[src/rtl/enc_seq_pkg.sv]
// rtl/enc_seq_pkg.sv - shared width codes, FSM states, masks and alignment helpers for the encoder job sequencer
package enc_seq_pkg;

  localparam logic [1:0] WC_SMALL   = 2'b00;
  localparam logic [1:0] WC_MEDIUM  = 2'b01;
  localparam logic [1:0] WC_LARGE   = 2'b10;
  localparam logic [1:0] WC_ILLEGAL = 2'b11;

  typedef enum logic [1:0] {
    ST_IDLE  = 2'd0,
    ST_ISSUE = 2'd1,
    ST_WAIT  = 2'd2,
    ST_HOLD  = 2'd3
  } state_t;

  localparam logic [31:0] MASK_SMALL  = 32'h0000_00FF;
  localparam logic [31:0] MASK_MEDIUM = 32'h0000_FFFF;
  localparam logic [31:0] MASK_LARGE  = 32'hFFFF_FFFF;

  localparam int OFF_SMALL  = 28;
  localparam int OFF_MEDIUM = 21;
  localparam int OFF_LARGE  = 6;

  // Left-justify the payload into the encoder word; bits above the size are dropped.
  function automatic logic [31:0] align_data(input logic [25:0] d, input logic [1:0] w);
    logic [31:0] a;
    a = '0;
    case (w)
      WC_SMALL:  a = 32'(d[3:0]) << OFF_SMALL;
      WC_MEDIUM: a = 32'(d[10:0]) << OFF_MEDIUM;
      WC_LARGE:  a = 32'(d[25:0]) << OFF_LARGE;
      default:   a = '0;
    endcase
    return a;
  endfunction

  function automatic logic [31:0] width_mask(input logic [1:0] w);
    logic [31:0] m;
    m = '0;
    case (w)
      WC_SMALL:  m = MASK_SMALL;
      WC_MEDIUM: m = MASK_MEDIUM;
      WC_LARGE:  m = MASK_LARGE;
      default:   m = '0;
    endcase
    return m;
  endfunction

endpackage

[src/rtl/rr_arb2.sv]
// rtl/rr_arb2.sv - two-input round-robin arbiter, pointer advances only on accept
module rr_arb2 (
  input  logic       clk,
  input  logic       rst,
  input  logic [1:0] valid,
  input  logic       accept,
  output logic [1:0] grant
);

  logic last_grant;

  always_comb begin
    grant = valid;
    if (valid[0] && valid[1]) begin
      grant = last_grant ? 2'b01 : 2'b10;
    end
  end

  // Reset to 1 so requester 0 wins the first contested round.
  always_ff @(posedge clk) begin
    if (rst) begin
      last_grant <= 1'b1;
    end else if (accept) begin
      last_grant <= grant[1];
    end
  end

endmodule

[src/rtl/enc_job_sequencer.sv]
// rtl/enc_job_sequencer.sv - arbitrates two requesters onto the shared parity encoder and returns masked codewords
module enc_job_sequencer
  import enc_seq_pkg::*;
#(
  parameter int AMBA_WORD = 32,
  parameter int CNT_W     = 16
) (
  input  logic                 clk,
  input  logic                 rst,
  input  logic                 req0_valid,
  output logic                 req0_ready,
  input  logic [25:0]          req0_data,
  input  logic [1:0]           req0_width,
  input  logic                 req1_valid,
  output logic                 req1_ready,
  input  logic [25:0]          req1_data,
  input  logic [1:0]           req1_width,
  output logic                 enc_small,
  output logic                 enc_medium,
  output logic                 enc_large,
  output logic [AMBA_WORD-1:0] enc_data_in,
  input  logic [AMBA_WORD-1:0] enc_out,
  output logic                 out_valid,
  input  logic                 out_ready,
  output logic [AMBA_WORD-1:0] out_codeword,
  output logic [1:0]           out_width,
  output logic                 out_src,
  output logic                 out_err,
  output logic [CNT_W-1:0]     job_cnt,
  output logic [CNT_W-1:0]     err_cnt
);

  state_t      state;
  logic [1:0]  grant;
  logic [1:0]  ready;
  logic        accept;
  logic [25:0] sel_data;
  logic [1:0]  sel_width;

  rr_arb2 u_arb (
    .clk    (clk),
    .rst    (rst),
    .valid  ({req1_valid, req0_valid}),
    .accept (accept),
    .grant  (grant)
  );

  // Grants are only honoured in IDLE; requests simply wait otherwise.
  assign ready      = (state == ST_IDLE) ? grant : 2'b00;
  assign accept     = |ready;
  assign req0_ready = ready[0];
  assign req1_ready = ready[1];
  assign sel_data   = ready[1] ? req1_data  : req0_data;
  assign sel_width  = ready[1] ? req1_width : req0_width;

  always_ff @(posedge clk) begin
    if (rst) begin
      state        <= ST_IDLE;
      enc_small    <= 1'b0;
      enc_medium   <= 1'b0;
      enc_large    <= 1'b0;
      enc_data_in  <= '0;
      out_valid    <= 1'b0;
      out_codeword <= '0;
      out_width    <= 2'b00;
      out_src      <= 1'b0;
      out_err      <= 1'b0;
      job_cnt      <= '0;
      err_cnt      <= '0;
    end else begin
      case (state)
        ST_IDLE: begin
          if (accept) begin
            out_width <= sel_width;
            out_src   <= ready[1];
            if (sel_width == WC_ILLEGAL) begin
              out_err      <= 1'b1;
              out_codeword <= '0;
              out_valid    <= 1'b1;
              if (err_cnt != '1) err_cnt <= err_cnt + CNT_W'(1);
              state <= ST_HOLD;
            end else begin
              // Encoder inputs are registered here so they are live throughout ISSUE and WAIT.
              out_err     <= 1'b0;
              enc_data_in <= align_data(sel_data, sel_width);
              enc_small   <= (sel_width == WC_SMALL);
              enc_medium  <= (sel_width == WC_MEDIUM);
              enc_large   <= (sel_width == WC_LARGE);
              state       <= ST_ISSUE;
            end
          end
        end
        ST_ISSUE: begin
          state <= ST_WAIT;
        end
        ST_WAIT: begin
          out_codeword <= enc_out & width_mask(out_width);
          out_valid    <= 1'b1;
          enc_small    <= 1'b0;
          enc_medium   <= 1'b0;
          enc_large    <= 1'b0;
          enc_data_in  <= '0;
          if (job_cnt != '1) job_cnt <= job_cnt + CNT_W'(1);
          state <= ST_HOLD;
        end
        ST_HOLD: begin
          if (out_ready) begin
            out_valid <= 1'b0;
            state     <= ST_IDLE;
          end
        end
        default: state <= ST_IDLE;
      endcase
    end
  end

endmodule

[config.mk]
export PLATFORM = sky130hd
export DESIGN_NAME = enc_job_sequencer
export DESIGN_NICKNAME = d
export VERILOG_FILES = /design/src/rtl/enc_seq_pkg.sv /design/src/rtl/rr_arb2.sv /design/src/rtl/enc_job_sequencer.sv
export SDC_FILE = /design/constraint.sdc
export NUM_CORES = 1
export LEC_CHECK = 0
export CAP_MARGIN = 20
export CORE_ASPECT_RATIO = 1.75
export CORE_MARGIN = 1.5
export CORE_UTILIZATION = 40
export CTS_CLUSTER_DIAMETER = 30
export DETAILED_ROUTE_END_ITERATION = 10
export PLACE_DENSITY = 0.78
export SYNTH_ARGS = -nofsm -noshare
export SYNTH_HDL_FRONTEND = slang
export SYNTH_SLANG_ARGS = --single-unit
[constraint.sdc]
create_clock -name clk -period 2.13 [get_ports clk]
set_input_delay 0.426 -clock clk [delete_from_list [all_inputs] [get_ports clk]]
set_output_delay 0.426 -clock clk [all_outputs]
set_load 0.02 [all_outputs]
==> impl_metrics.env <==
export IMPL_synth_most_common_cell="dfxtp_1"
export IMPL_fin_ws_ns=0.05225
export IMPL_synthTopCellsByArea="dfxtp_1 40%, mux2i_1 10%, nand2_1 6.6%"
export IMPL_wirelength_mm=15.62
export IMPL_place_hpwl_mm=12.13
export IMPL_n_antenna_cell=0
export IMPL_avgSynthCellArea_um2=8.696
export IMPL_clock_path_buffers=2
export IMPL_netlist_area_leader_share_pct=40.30
export IMPL_avgViaCountPerCell=5.286
export IMPL_timing_final_crit_share_pct=97.55
export IMPL_busiest_layer="met2"
export IMPL_cts_root_buf="clkbuf_16"
export IMPL_start_util_pct=40.58
export IMPL_die_h_um=151.2
export IMPL_postCtsHoldBufs=0
export IMPL_leakagePower_uw=0.002819
export IMPL_cpMaxStageDelayCell="dfxtp_2"
export IMPL_path_cells="inv_2 -> ha_4 -> and2_4 -> a21o_4 -> a21bo_4 -> buf_4 -> buf_4 -> o21ai_4 -> buf_12 -> mux2i_2"
export IMPL_antenna_found_initial=0
export IMPL_synth_edf_count=0
export IMPL_die_area_um2=13250
export IMPL_clkTransAtPathRegs_ns=0.07
export IMPL_htreeDepth=3
export IMPL_crit_arrival_ns=2.34
export IMPL_worst_path_most_repeated_cell="buf_4"
export IMPL_postSynth_asyncResetShare_pct=0
export IMPL_clk_latency_ns=0.35
export IMPL_synth_cell_area_um2=5017
export IMPL_final_layout_size_suffix_gt1_share_pct=12.59
export IMPL_cts_made_buffers=9
export IMPL_critPathMaxStageDelay_ns=0.34
export IMPL_tns_ns=0
export IMPL_drtIter0Drc=173
export IMPL_hold_violations=0
export IMPL_synth_yosys_seq_area_share_pct=40.30
export IMPL_first_pass_iters=5
export IMPL_clock_fmax_mhz=481.3
export IMPL_ant_nets=0
export IMPL_port_buffers=192
export IMPL_die_w_um=87.66
export IMPL_slew_limit_headroom_pct=66.62
export IMPL_rows=54
export IMPL_grt_first_pass_wirelength_mm=24.38
export IMPL_power_density_nw_per_um2=834.4
export IMPL_grt_max_degree=40
export IMPL_syn_to_final_growth_pct=55.79
export IMPL_ir_worst_vdd_uv=427.1
export IMPL_crit_fanout=8
export IMPL_nets=899
export IMPL_drv_slew=0
export IMPL_critPathCaptureType="flop"
export IMPL_track_usage_pct=23.44
export IMPL_hold_path_class="flop to flop"
export IMPL_cts_tree="yes"
export IMPL_synth_common_cells="101 x dfxtp_1, 88 x nand2_1, 50 x mux2i_1, 40 x nor2_1, 34 x nand2b_1"
export IMPL_vias=5127
export IMPL_core_um2=12360
export IMPL_ys_warn_count=0
export IMPL_synth_ff_type="dfxtp_1"
export IMPL_clock_sinks=101
export IMPL_met1_usage_pct=23.57
export IMPL_wl_per_cell_um=16.10
export IMPL_ios=199
export IMPL_grt_pass1_vias=5108
export IMPL_post_route_drc_count=0
export IMPL_tightest_slew_ns=0.4880
export IMPL_ys_seq_elements=101
export IMPL_cp_data_required_time_ns=2.40
export IMPL_status="completed"
export IMPL_grt_overflow=0
export IMPL_synth_top_area_cell="dfxtp_1"
export IMPL_setup_violations=0
export IMPL_critPathKind="flop to flop"
export IMPL_grtUsageMet3_pct=5.559
export IMPL_pre_cts_slack_ns=-0.3872
export IMPL_gp_congestion=0.9627
export IMPL_synth_cell_types=56
export IMPL_start_kind="flop"
export IMPL_clock_skew_ns=0.01074
export IMPL_drv_max_cap_violation_count=0
export IMPL_netlist_instances=577
export IMPL_use_met2_pct=45.12
export IMPL_fin_crit_ns=2.078
## worst max-delay path: cells and delay by family, from the launching register on
kind / cells / cell delay (ns)
DFF: 1 / 0.34
AOI/OAI and AO/OA: 3 / 0.58
muxes: 1 / 0.23
adders and majority gates: 1 / 0.16
and+or+nand+nor: 1 / 0.16
buffers and inverters: 4 / 0.52
## per-layer routing
metal  share of wire [%]  vias to the layer above  wire length (um)
li1                    -                     2473                 -
met1                  36                     2381              5635
met2                  55                      246              8633
met3                 6.8                       27              1055
met4                 1.9                        0               297
met5                   0                        -                 0
## cells by family after synthesis
group	after synthesis	synth area share (%)
adders and majority gates	9	2.244
buffers and inverters	51	4.962
DFF	101	40.30
other	1	0.07474
xor gates and xnor gates	14	2.444
AOI/OAI and AO/OA	106	14.84
muxes	55	11.10
and+or+nand+nor	240	24.04
## layout by cell type, fill, tap and decap left out, drive strengths merged, types with 3 or more instances in the layout
cell           count
conb               6
a21o               3
nor2b             18
a221oi            15
clkdlybuf4s50    187
a211oi             4
xor2               4
nand2             88
mux2               5
buf               54
nor4               6
or3                3
and4               5
o211ai             8
nand4             10
ha                 9
o31ai             12
a31oi              3
or2                3
dfxtp            101
clkbuf            11
o21ai             20
inv               11
xnor2             10
or4                6
mux2i             50
nor3               7
a32o               4
nand3             13
a21oi             24
a311oi             5
nor2              40
and2               3
nand2b            34
## state kept, by name, summed over array words and instances (netlist names), 2 cells and up
signal,cells
out_width,2
state,2
out_codeword,32
job_cnt,16
err_cnt,16
enc_data_in,26
## cell type report
| class | instances | area, um^2 |
|---|---|---|
| fill | 1055 | 4548 |
| clock buffer | 10 | 239.0 |
| timing repair buffer | 246 | 2384 |
| clock inverter | 6 | 68.82 |
| multi-input combinational | 430 | 2856 |
| tap | 168 | 210.2 |
| sequential | 101 | 2024 |
| inverter | 9 | 33.78 |
## repair_timing
action,in CTS,in global routing
buffers inserted,0,1
endpoints found under the setup margin,22,33
resized for setup,7,9
cloned,0,1
pin swaps,0,1
## through the flow
step	area (um^2)	total power, uW	hold WS (ns)	instances	utilization [%]
final	7816	6522	0.4570	970	63.22
after global routing	7816	6861	0.4860	970	63.22
after CTS	7749	6470	0.4582	968	62.67
after detailed placement	7422	4754	0.4424	952	60.03
after global placement	7422	4688	0.4302	952	60.03
after floorplan	5057	3616	0.4820	582	-
## final timing paths
| kind | startpoint | to | slack [ns] | cells after the start |
|---|---|---|---|---|
| max | state[0] | out_codeword[9] | 0.05 | 10 |
| min | enc_data_in[6] | enc_data_in[6] | 0.46 | 2 |
| max reg2reg | state[0] | out_codeword[9] | 0.05 | 10 |
| min reg2reg | enc_data_in[6] | enc_data_in[6] | 0.46 | 2 |
## report_power, final
part           total, uW  internal [uW]  switching, uW
Combinational       2630           1320           1310
Clock               1690            952            742
Sequential          2200           2070            125
Total               6520           4340           2180
No activity file was read; power rests on OpenSTA's default activity.
